File: src/rtl/adder_sum_stage_pkg.sv
// Shared definitions for the ALU adder sum stage: operand size codes,
// status-flag bit positions and the skid-buffer state encoding.
// Latency: n/a (package). Backpressure: n/a.
package adder_sum_stage_pkg;

  // Default operand width of the ALU datapath.
  localparam int LEN_DATA = 32;

  // Operand size selector; 2'b11 is reserved and decodes as a word.
  localparam logic [1:0] SZ_B = 2'b00;
  localparam logic [1:0] SZ_H = 2'b01;
  localparam logic [1:0] SZ_W = 2'b10;

  // Bit positions of the flags inside the packed status nibble, matching
  // the status-register layout.
  localparam int FLAG_C = 0;
  localparam int FLAG_V = 1;
  localparam int FLAG_Z = 2;
  localparam int FLAG_N = 3;

  // Skid buffer occupancy.
  typedef enum logic [1:0] {
    ST_EMPTY = 2'b00,
    ST_ONE   = 2'b01,
    ST_TWO   = 2'b10
  } skid_state_e;

endpackage

File: src/rtl/adder_sum_stage_sum_flag_calc.sv
// Combinational sum/flag formation from prefix-adder half-sum and carries.
// Latency: 0 cycles (purely combinational).
// Backpressure: none; the consumer registers the result.
//
// Ports:
//   half_sum_i  per-bit a ^ b (b already inverted for subtract)
//   g_pref_i    prefix carries; index 0 = carry-in, k = carry into bit k
//   size_i      operand size selector (SZ_B / SZ_H / SZ_W, 11 = word)
//   sum_o       result, zero above the selected width
//   flags_o     packed {N,Z,V,C} at FLAG_* positions
module adder_sum_stage_sum_flag_calc
  import adder_sum_stage_pkg::*;
#(
  parameter int DATA_W = LEN_DATA
) (
  input  logic [DATA_W-1:0] half_sum_i,
  input  logic [DATA_W:0]   g_pref_i,
  input  logic [1:0]        size_i,
  output logic [DATA_W-1:0] sum_o,
  output logic [3:0]        flags_o
);

  logic [DATA_W-1:0] mask;
  logic [DATA_W-1:0] sum_d;
  logic              c_d;
  logic              v_d;
  logic              n_d;

  always_comb begin
    mask = '0;
    c_d  = 1'b0;
    v_d  = 1'b0;
    n_d  = 1'b0;
    // Carries above the selected width are ignored here; the mask keeps
    // any junk in the upper prefix bits out of the result.
    case (size_i)
      SZ_B: begin
        mask = DATA_W'(32'h0000_00FF);
        c_d  = g_pref_i[8];
        v_d  = g_pref_i[7] ^ g_pref_i[8];
        n_d  = half_sum_i[7] ^ g_pref_i[7];
      end
      SZ_H: begin
        mask = DATA_W'(32'h0000_FFFF);
        c_d  = g_pref_i[16];
        v_d  = g_pref_i[15] ^ g_pref_i[16];
        n_d  = half_sum_i[15] ^ g_pref_i[15];
      end
      default: begin
        mask = DATA_W'(32'hFFFF_FFFF);
        c_d  = g_pref_i[32];
        v_d  = g_pref_i[31] ^ g_pref_i[32];
        n_d  = half_sum_i[31] ^ g_pref_i[31];
      end
    endcase
    sum_d = (half_sum_i ^ g_pref_i[DATA_W-1:0]) & mask;
  end

  always_comb begin
    flags_o         = '0;
    flags_o[FLAG_C] = c_d;
    flags_o[FLAG_V] = v_d;
    // Upper bits are already masked to zero, so a full-width NOR is exact.
    flags_o[FLAG_Z] = ~|sum_d;
    flags_o[FLAG_N] = n_d;
  end

  assign sum_o = sum_d;

endmodule

File: src/rtl/adder_sum_stage.sv
// Final registered stage of the prefix adder: sum + C/V/Z/N behind a skid buffer.
// Latency: 1 cycle from accept to outputs when the buffer is empty.
// Backpressure: 2-entry skid, in_ready_o registered (SKID_EN=1); else out_ready_o | ~out_valid.
//
// Ports:
//   clk_i, rst_i            clock, synchronous active-high reset
//   in_valid_i / in_ready_o upstream handshake
//   half_sum_i, g_pref_i    prefix adder outputs for the beat
//   size_i                  operand size, travels with the beat
//   flush_i                 drop every held beat (priority over accept/pop)
//   out_valid_o/out_ready_i downstream handshake
//   sum_o, flag_[cvzn]_o    registered result and flags
module adder_sum_stage
  import adder_sum_stage_pkg::*;
#(
  parameter int DATA_W  = LEN_DATA,
  parameter bit SKID_EN = 1'b1
) (
  input  logic              clk_i,
  input  logic              rst_i,
  input  logic              in_valid_i,
  output logic              in_ready_o,
  input  logic [DATA_W-1:0] half_sum_i,
  input  logic [DATA_W:0]   g_pref_i,
  input  logic [1:0]        size_i,
  input  logic              flush_i,
  output logic              out_valid_o,
  input  logic              out_ready_i,
  output logic [DATA_W-1:0] sum_o,
  output logic              flag_c_o,
  output logic              flag_v_o,
  output logic              flag_z_o,
  output logic              flag_n_o
);

  logic [DATA_W-1:0] res_sum_d;
  logic [3:0]        res_flags_d;

  adder_sum_stage_sum_flag_calc #(
    .DATA_W (DATA_W)
  ) u_sum_flag_calc (
    .half_sum_i (half_sum_i),
    .g_pref_i   (g_pref_i),
    .size_i     (size_i),
    .sum_o      (res_sum_d),
    .flags_o    (res_flags_d)
  );

  skid_state_e       state_q;
  logic              out_valid_q;
  logic              in_ready_q;
  logic [DATA_W-1:0] out_sum_q;
  logic [3:0]        out_flags_q;
  logic [DATA_W-1:0] skid_sum_q;
  logic [3:0]        skid_flags_q;

  logic accept;
  logic pop;

  // Without the skid entry, ready looks through to the downstream ready;
  // it still never depends on in_valid_i.
  assign in_ready_o = SKID_EN ? in_ready_q : (out_ready_i | ~out_valid_q);
  assign accept     = in_valid_i & in_ready_o;
  assign pop        = out_valid_q & out_ready_i;

  always_ff @(posedge clk_i) begin
    if (rst_i) begin
      state_q      <= ST_EMPTY;
      out_valid_q  <= 1'b0;
      in_ready_q   <= 1'b1;
      out_sum_q    <= '0;
      out_flags_q  <= '0;
      skid_sum_q   <= '0;
      skid_flags_q <= '0;
    end else if (flush_i) begin
      // Data registers keep stale contents; out_valid qualifies them.
      state_q     <= ST_EMPTY;
      out_valid_q <= 1'b0;
      in_ready_q  <= 1'b1;
    end else begin
      case (state_q)
        ST_EMPTY: begin
          if (accept) begin
            out_sum_q   <= res_sum_d;
            out_flags_q <= res_flags_d;
            out_valid_q <= 1'b1;
            state_q     <= ST_ONE;
          end
        end
        ST_ONE: begin
          if (accept && pop) begin
            out_sum_q   <= res_sum_d;
            out_flags_q <= res_flags_d;
          end else if (accept) begin
            // Output is stalled: park the new beat behind it.
            skid_sum_q   <= res_sum_d;
            skid_flags_q <= res_flags_d;
            state_q      <= ST_TWO;
            in_ready_q   <= 1'b0;
          end else if (pop) begin
            out_valid_q <= 1'b0;
            state_q     <= ST_EMPTY;
          end
        end
        ST_TWO: begin
          if (pop) begin
            out_sum_q   <= skid_sum_q;
            out_flags_q <= skid_flags_q;
            state_q     <= ST_ONE;
            in_ready_q  <= 1'b1;
          end
        end
        default: begin
          state_q     <= ST_EMPTY;
          out_valid_q <= 1'b0;
          in_ready_q  <= 1'b1;
        end
      endcase
    end
  end

  assign out_valid_o = out_valid_q;
  assign sum_o       = out_sum_q;
  assign flag_c_o    = out_flags_q[FLAG_C];
  assign flag_v_o    = out_flags_q[FLAG_V];
  assign flag_z_o    = out_flags_q[FLAG_Z];
  assign flag_n_o    = out_flags_q[FLAG_N];

endmodule

File: config.mk
export PLATFORM = sky130hd
export DESIGN_NAME = adder_sum_stage
export DESIGN_NICKNAME = d
export VERILOG_FILES = /design/src/rtl/adder_sum_stage_pkg.sv /design/src/rtl/adder_sum_stage_sum_flag_calc.sv /design/src/rtl/adder_sum_stage.sv
export SDC_FILE = /design/constraint.sdc
export NUM_CORES = 1
export LEC_CHECK = 0
export CAP_MARGIN = 30
export CORE_MARGIN = 3
export CORE_UTILIZATION = 49
export CTS_BUF_LIST = sky130_fd_sc_hd__clkbuf_8
export DETAILED_ROUTE_END_ITERATION = 10
export PLACE_DENSITY = 0.9
export SYNTH_ARGS = -nofsm -noshare
export SYNTH_HDL_FRONTEND = slang
export SYNTH_HIERARCHICAL = 1
export SYNTH_SLANG_ARGS = --single-unit
File: constraint.sdc
create_clock -name clk_i -period 2.1 [get_ports clk_i]
set_input_delay 0.315 -clock clk_i [delete_from_list [all_inputs] [get_ports clk_i]]
set_output_delay 0.315 -clock clk_i [all_outputs]
set_load 0.01 [all_outputs]
# Word-level counts from Yosys, hierarchy flattened
# Cells that the tools add are included.
totals:
  regBits: 76
  output_inout_bits: 38
  in_bits: 72
  elab_cells: 71
classes:
  reduce_logical: 12
  n_bitwise: 14
  n_mux: 27
  eq_ne: 11
op_table:
  columns: ["operator", "n"]
  rows:
  - ["$mux W32", 3]
  - ["$pmux W32 S3", 1]
  - ["$pmux W32 S2", 1]
  - ["$and A32 B32 Y32", 1]
  - ["$reduce_or A32 Y1", 1]
  - ["$xor A32 B32 Y32", 1]
  - ["$ne A2 B2 Y1 const B", 7]
  - ["$mux W4", 3]
  - ["$pmux W4 S3", 1]
  - ["$reduce_and A4 Y1", 3]
  - ["$mux W2", 5]
  - ["$reduce_and A5 Y1", 2]
  - ["$mux W1", 7]
  - ["$pmux W1 S2", 3]
  - ["$pmux W1 S3", 2]
  - ["$pmux W2 S3", 1]
  - ["$xor A1 B1 Y1", 6]
  - ["$eq A2 B1 Y1 const B", 2]
  - ["$logic_not A2 Y1", 2]
  - ["$not A1 Y1", 4]
  - ["$ne A3 B3 Y1 const B", 1]
  - ["$reduce_bool A3 Y1", 1]
  - ["$and A1 B1 Y1", 2]
  - ["$eq A2 B2 Y1 const B", 1]
  - ["other kinds (3)", 3]

# Depth between registers and ports, before layout
# Gate-level depths: netlist of the first run.
logic_depth:
  word_depth: 7
  depth_mapped: 7

# Modules after synthesis
# The synthesis of the first run kept the hierarchy.
modules_own_cells:
  columns: ["mod", "area_each_um2", "cells_per_inst", "n_inst", "seq_area_each_um2"]
  rows:
  - ["adder_sum_stage", 3209.3, 312, 1, 1521.5]
  - ["adder_sum_stage_sum_flag_calc", 638.1, 89, 1, 0.0]

# Worst setup path before layout of the first run
# OpenSTA, ideal clock, no wires.
synth_path:
  kind: "input to register"
  startpoint: "in g_pref_i[30]"
  endpoint: "reg out_flags_q[2]"
  setup_time_ns: 0.095
  cell_stages: 7
  path_buffers: 0
  slack_ns: 0.379
  arrival_time_ns: 1.626
  required_time_ns: 2.005
  cell_sequence: "xor2_1 > or4_1 > nor2_1 > nand4_1 > a21oi_1 > o22ai_1 > a221oi_1"
synth_between:
  elab_chain_cells: 6
  elab_cells_between_ends: 7
synth_rtl:
  columns: ["item", "line_no", "source"]
  rows:
  - ["from (decl)", "adder_sum_stage.sv:24", "input logic [DATA_W:0] g_pref_i,"]
  - ["$xor A32 B32 Y32 *", "adder_sum_stage_sum_flag_calc.sv:56", "sum_d = (half_sum_i ^ g_pref_i[DATA_W-1:0]) & mask;"]
  - ["$and A32 B32 Y32 *", "adder_sum_stage_sum_flag_calc.sv:56", null]
  - ["$reduce_or A32 Y1 *", "adder_sum_stage_sum_flag_calc.sv:64", "flags_o[FLAG_Z] = ~|sum_d;"]
  - ["$logic_not A1 Y1 *", "adder_sum_stage_sum_flag_calc.sv:64", null]
  - ["net res_flags_d[2]", "adder_sum_stage.sv:37", "logic [3:0] res_flags_d;"]
  - ["$mux W4 (on tied branches)", "adder_sum_stage.sv:91, adder_sum_stage.sv:83", null]
  - ["$pmux W4 S3 *", "adder_sum_stage.sv:81", "case (state_q)"]
  - ["to (signal assigned)", "adder_sum_stage.sv:85", "out_flags_q <= res_flags_d;"]
  - ["to (signal assigned)", "adder_sum_stage.sv:93", "out_flags_q <= res_flags_d;"]
  - ["to (signal assigned)", "adder_sum_stage.sv:108", "out_flags_q <= skid_flags_q;"]
  - ["to (decl)", "adder_sum_stage.sv:53", "logic [3:0] out_flags_q;"]
# Mark *: on every way through the listed nets, which the timed path passes. The rest lies on a longest branch. The select of a mux whose other input is x is not followed.
# A chain may end at the register's enable or synchronous reset.

# Worst setup path after layout of the first run
# Ends and elaborated chain as after synthesis.

==> flow_summary.ini, run 1 <==
[critical_path]
critical_path_class = in -> reg
worst_setup_path_start_kind = primary input
timing.reg2reg.worst_path_depth = 5
cp_cell_sequence = clkdlybuf4s50_1 -> xor2_1 -> or4_4 -> nor2_4 -> nand4_1 -> a21oi_2 -> o22ai_2 -> a221oi_2
r2r-start = state_q[0]
cp-end-kind = register
r2r_slack_ns = 0.31
critPathBufInv = 1
cp_data_arrival_time_ns = 2.31
cp.required_ns = 2.34
cp_max_fo = 2
cp_slowest_cell = or4_4
critPathTopFamily = simple AND/OR/NAND/NOR gates
crit_path_max_incr_delay_ns = 0.52
reg2reg_to = skid_sum_q[14]

[cts]
clockBufferDepth = 2
clock_latency_ns = 0.35
htree_levels = 3
root_buffer = clkbuf_8
cts_buffers = 9
clkTransAtPathRegs_ns = 0.07
clock_sinks = 76
tritoncts = yes
hold_buffers = 0

[worst_hold_path]
worstHoldPathType = in -> reg
whs_path_depth = 2
hp-start = rst_i
min_to = skid_sum_q[0]

[detailed_routing]
drcViolationCount = 0
routed_wl_microns = 10700
postRouteAntennaNets = 0
drt_first_pass_iters = 6
avgViaCountPerCell = 5.56
wire_per_inst_microns = 17.4
drt_iter0_drc = 183
num_vias = 3437

[floorplan]
die_h_microns = 94.6
start_util = 0.517
dieWidth_microns = 94.6
die_area_sq_mm = 0.00895
rows = 31
core_area_sq_mm = 0.00745
pin_count = 110

[sta]
timing.fmax_ghz = 0.485
slew_viol_final = 0
rsz0062_at_grt = false
relSlewSlack = 0.687
period_share = 0.982
hold_violations = 0
setup_viol = 0
fin_crit_ns = 2.06
finClkSkew_ns = 0.00630
setup_ws_ns = 0.0383
worst_pin_slew_ns = 0.465

[pwr]
power_switching_uw = 930
p_sw_frac = 0.257
combPwrFrac = 0.218
power_density_mw_per_mm2 = 665
p_leak_nw = 2.26
p_int_mw = 2.69
p_clk_frac = 0.356
seq_power_share = 0.426
peakVddDrop_uv = 543

[layout]
final_common_cell = clkdlybuf4s50_1
num-fill-cells = 527
area_growth_pct = 41.3
seq_area_sq_mm = 0.00152
num_antenna_cells = 0
fin_cells = 618
drive_gt1_frac = 0.162
fin_nets = 586
final_cell_mix = clkdlybuf4s50_1, dfxtp_1, nor2_1, mux2i_1, inv_1
multi_input_area_sq_mm = 0.00208

[place]
post-dp-hpwl_microns = 7480
place.gp.congestion = 0.803
place_inst = 602
port_buffers = 109
place_ws_ns = -0.283

[global_routing]
grt_use_total = 0.243
grt_first_pass_wirelength_microns = 17100
use_met2 = 0.445
antenna_found_initial = 0
grt-ovfl-total = 0
grtUsageMet3 = 0.0550
grtUsageMet1 = 0.270
grt_max_degree = 38
busiest_layer = met2
grt_pass1_vias = 3656

[synthesis]
netlist_area_sq_mm = 0.00385
ys_async_sr_fraction = 0
yosys_warnings = 6
synthAdderAreaFrac = 0
syn_area_per_cell_sq_um = 9.59
ys_ff_latch = 76
synth_compound_area_frac = 0.221
synth-simple-area-share = 0.123
synth_xor_area_frac = 0.0797
synthMuxAreaShare = 0.101
synth_top_family_by_area = compound AO/OA/AOI/OAI gates
synth_nets = 473
dominantRegCellSynth = dfxtp_1
synth-edff-count = 0
yosysSeqAreaShare = 0.395
ys_types = 36
synthCells = 401

[status]
status = finished clean

[job]
maxCapViolations = 0
## registers in the layout (all words and copies together) (netlist names)
name and cells:
skid_sum_q 32, state_q 2, out_flags_q 4, sum_o 32
in_ready_o 1, out_valid_o 1, skid_flags_q 4
## timing repair
action                                  CTS  global route
endpoints found under the setup margin    1             1
buffers inserted                          0             0
pin swaps                                 1             8
resized for setup                         3             9
## worst max-delay path by stage
stage / to / cells past startpoint / slack (ns) / startpoint
floorplan: out_flags_q[2] / 7 / 0.38 / g_pref_i[30]
global placement: out_flags_q[2] / 8 / -0.14 / g_pref_i[30]
detailed placement: out_flags_q[2] / 8 / -0.28 / g_pref_i[30]
CTS: out_flags_q[2] / 8 / 0.009 / g_pref_i[30]
global route: out_flags_q[2] / 8 / 0.008 / g_pref_i[30]
finish: out_flags_q[2] / 8 / 0.04 / g_pref_i[30]
## per-layer routing
| layer | up-vias | wire length (microns) |
|---|---|---|
| met4 | 0 | 242 |
| met5 | - | 0 |
| met3 | 27 | 613 |
| li1 | 1645 | - |
| met2 | 123 | 5750 |
| met1 | 1642 | 4140 |
## layout make-up
type / instances / area share
Clock buffer: 12 / 0.0304
Clock inverter: 4 / 0.0131
Inverter: 37 / 0.0255
Multi-Input combinational cell: 255 / 0.382
Sequential cell: 76 / 0.280
Tap cell: 99 / 0.0228
Timing Repair Buffer: 135 / 0.247
## synthesized netlist by cell type (2+ instances only)
master | n | area share
dfxtp_1 | 76 | 0.40
nor2_1 | 50 | 0.049
mux2i_1 | 39 | 0.10
inv_1 | 37 | 0.036
o22ai_1 | 37 | 0.060
a221oi_2 | 29 | 0.11
xor2_1 | 26 | 0.059
and2_1 | 18 | 0.029
clkbuf_1 | 18 | 0.018
xnor2_1 | 9 | 0.020
buf_2 | 8 | 0.010
a221oi_1 | 7 | 0.016
a21oi_1 | 6 | 0.0078
nand2_1 | 6 | 0.0059
nor4_1 | 4 | 0.0065
buf_4 | 3 | 0.0059
buf_6 | 3 | 0.0088
o21a_1 | 3 | 0.0059
nand2b_1 | 2 | 0.0033
nand4_1 | 2 | 0.0033
nor2b_1 | 2 | 0.0033
o21ai_0 | 2 | 0.0026
## power groups by stage
stage	sequential, mW	clock [mW]	combinational [mW]
after CTS	1.54	1.30	0.781
final	1.54	1.29	0.787
after global routing	1.55	1.37	0.842
after detailed placement	1.57	0	0.769
after global placement	1.57	0	0.747
after floorplan	1.59	0	0.377
## per-stage QoR
stage / power, mW / area (sq um) / hold WS [ns] / util / TNS [ns]
after global placement: 2.32 / 5150 / 0.450 / 0.692 / -0.142
after CTS: 3.62 / 5400 / 0.347 / 0.725 / 0
after floorplan: 1.97 / 3850 / 0.394 / - / 0
after detailed placement: 2.34 / 5150 / 0.454 / 0.692 / -0.336
after global routing: 3.77 / 5440 / 0.358 / 0.730 / 0
final: 3.62 / 5440 / 0.345 / 0.730 / 0
## cells by family after synthesis
kind of cell | count (synthesis)
compound gates | 90
mux | 39
simple gates | 91
xor+xnor | 35
flops | 76
buf+inv | 70
No activity file was read; power rests on OpenSTA's default activity.
==> run 2: changes to the inputs <==
--- a/config.mk
+++ b/config.mk
@@ -5,12 +5,12 @@
 export SDC_FILE = /design/constraint.sdc
 export NUM_CORES = 1
 export LEC_CHECK = 0
-export CAP_MARGIN = 30
 export CORE_MARGIN = 3
 export CORE_UTILIZATION = 49
 export CTS_BUF_LIST = sky130_fd_sc_hd__clkbuf_8
 export DETAILED_ROUTE_END_ITERATION = 10
 export PLACE_DENSITY = 0.9
+export SKIP_LAST_GASP = 1
 export SYNTH_ARGS = -nofsm -noshare
 export SYNTH_HDL_FRONTEND = slang
 export SYNTH_HIERARCHICAL = 1
==> results of run 2 <==
The final DEF is identical to that of run 1; final timing and power are the same.
==> run 3: changes to the inputs <==
--- a/config.mk
+++ b/config.mk
@@ -5,6 +5,7 @@
 export SDC_FILE = /design/constraint.sdc
 export NUM_CORES = 1
 export LEC_CHECK = 0
+export CAP_MARGIN = 40
 export CORE_MARGIN = 3
 export CORE_UTILIZATION = 49
 export CTS_BUF_LIST = sky130_fd_sc_hd__clkbuf_8
==> results of run 3 <==
The final DEF is identical to that of run 1; final timing and power are the same.
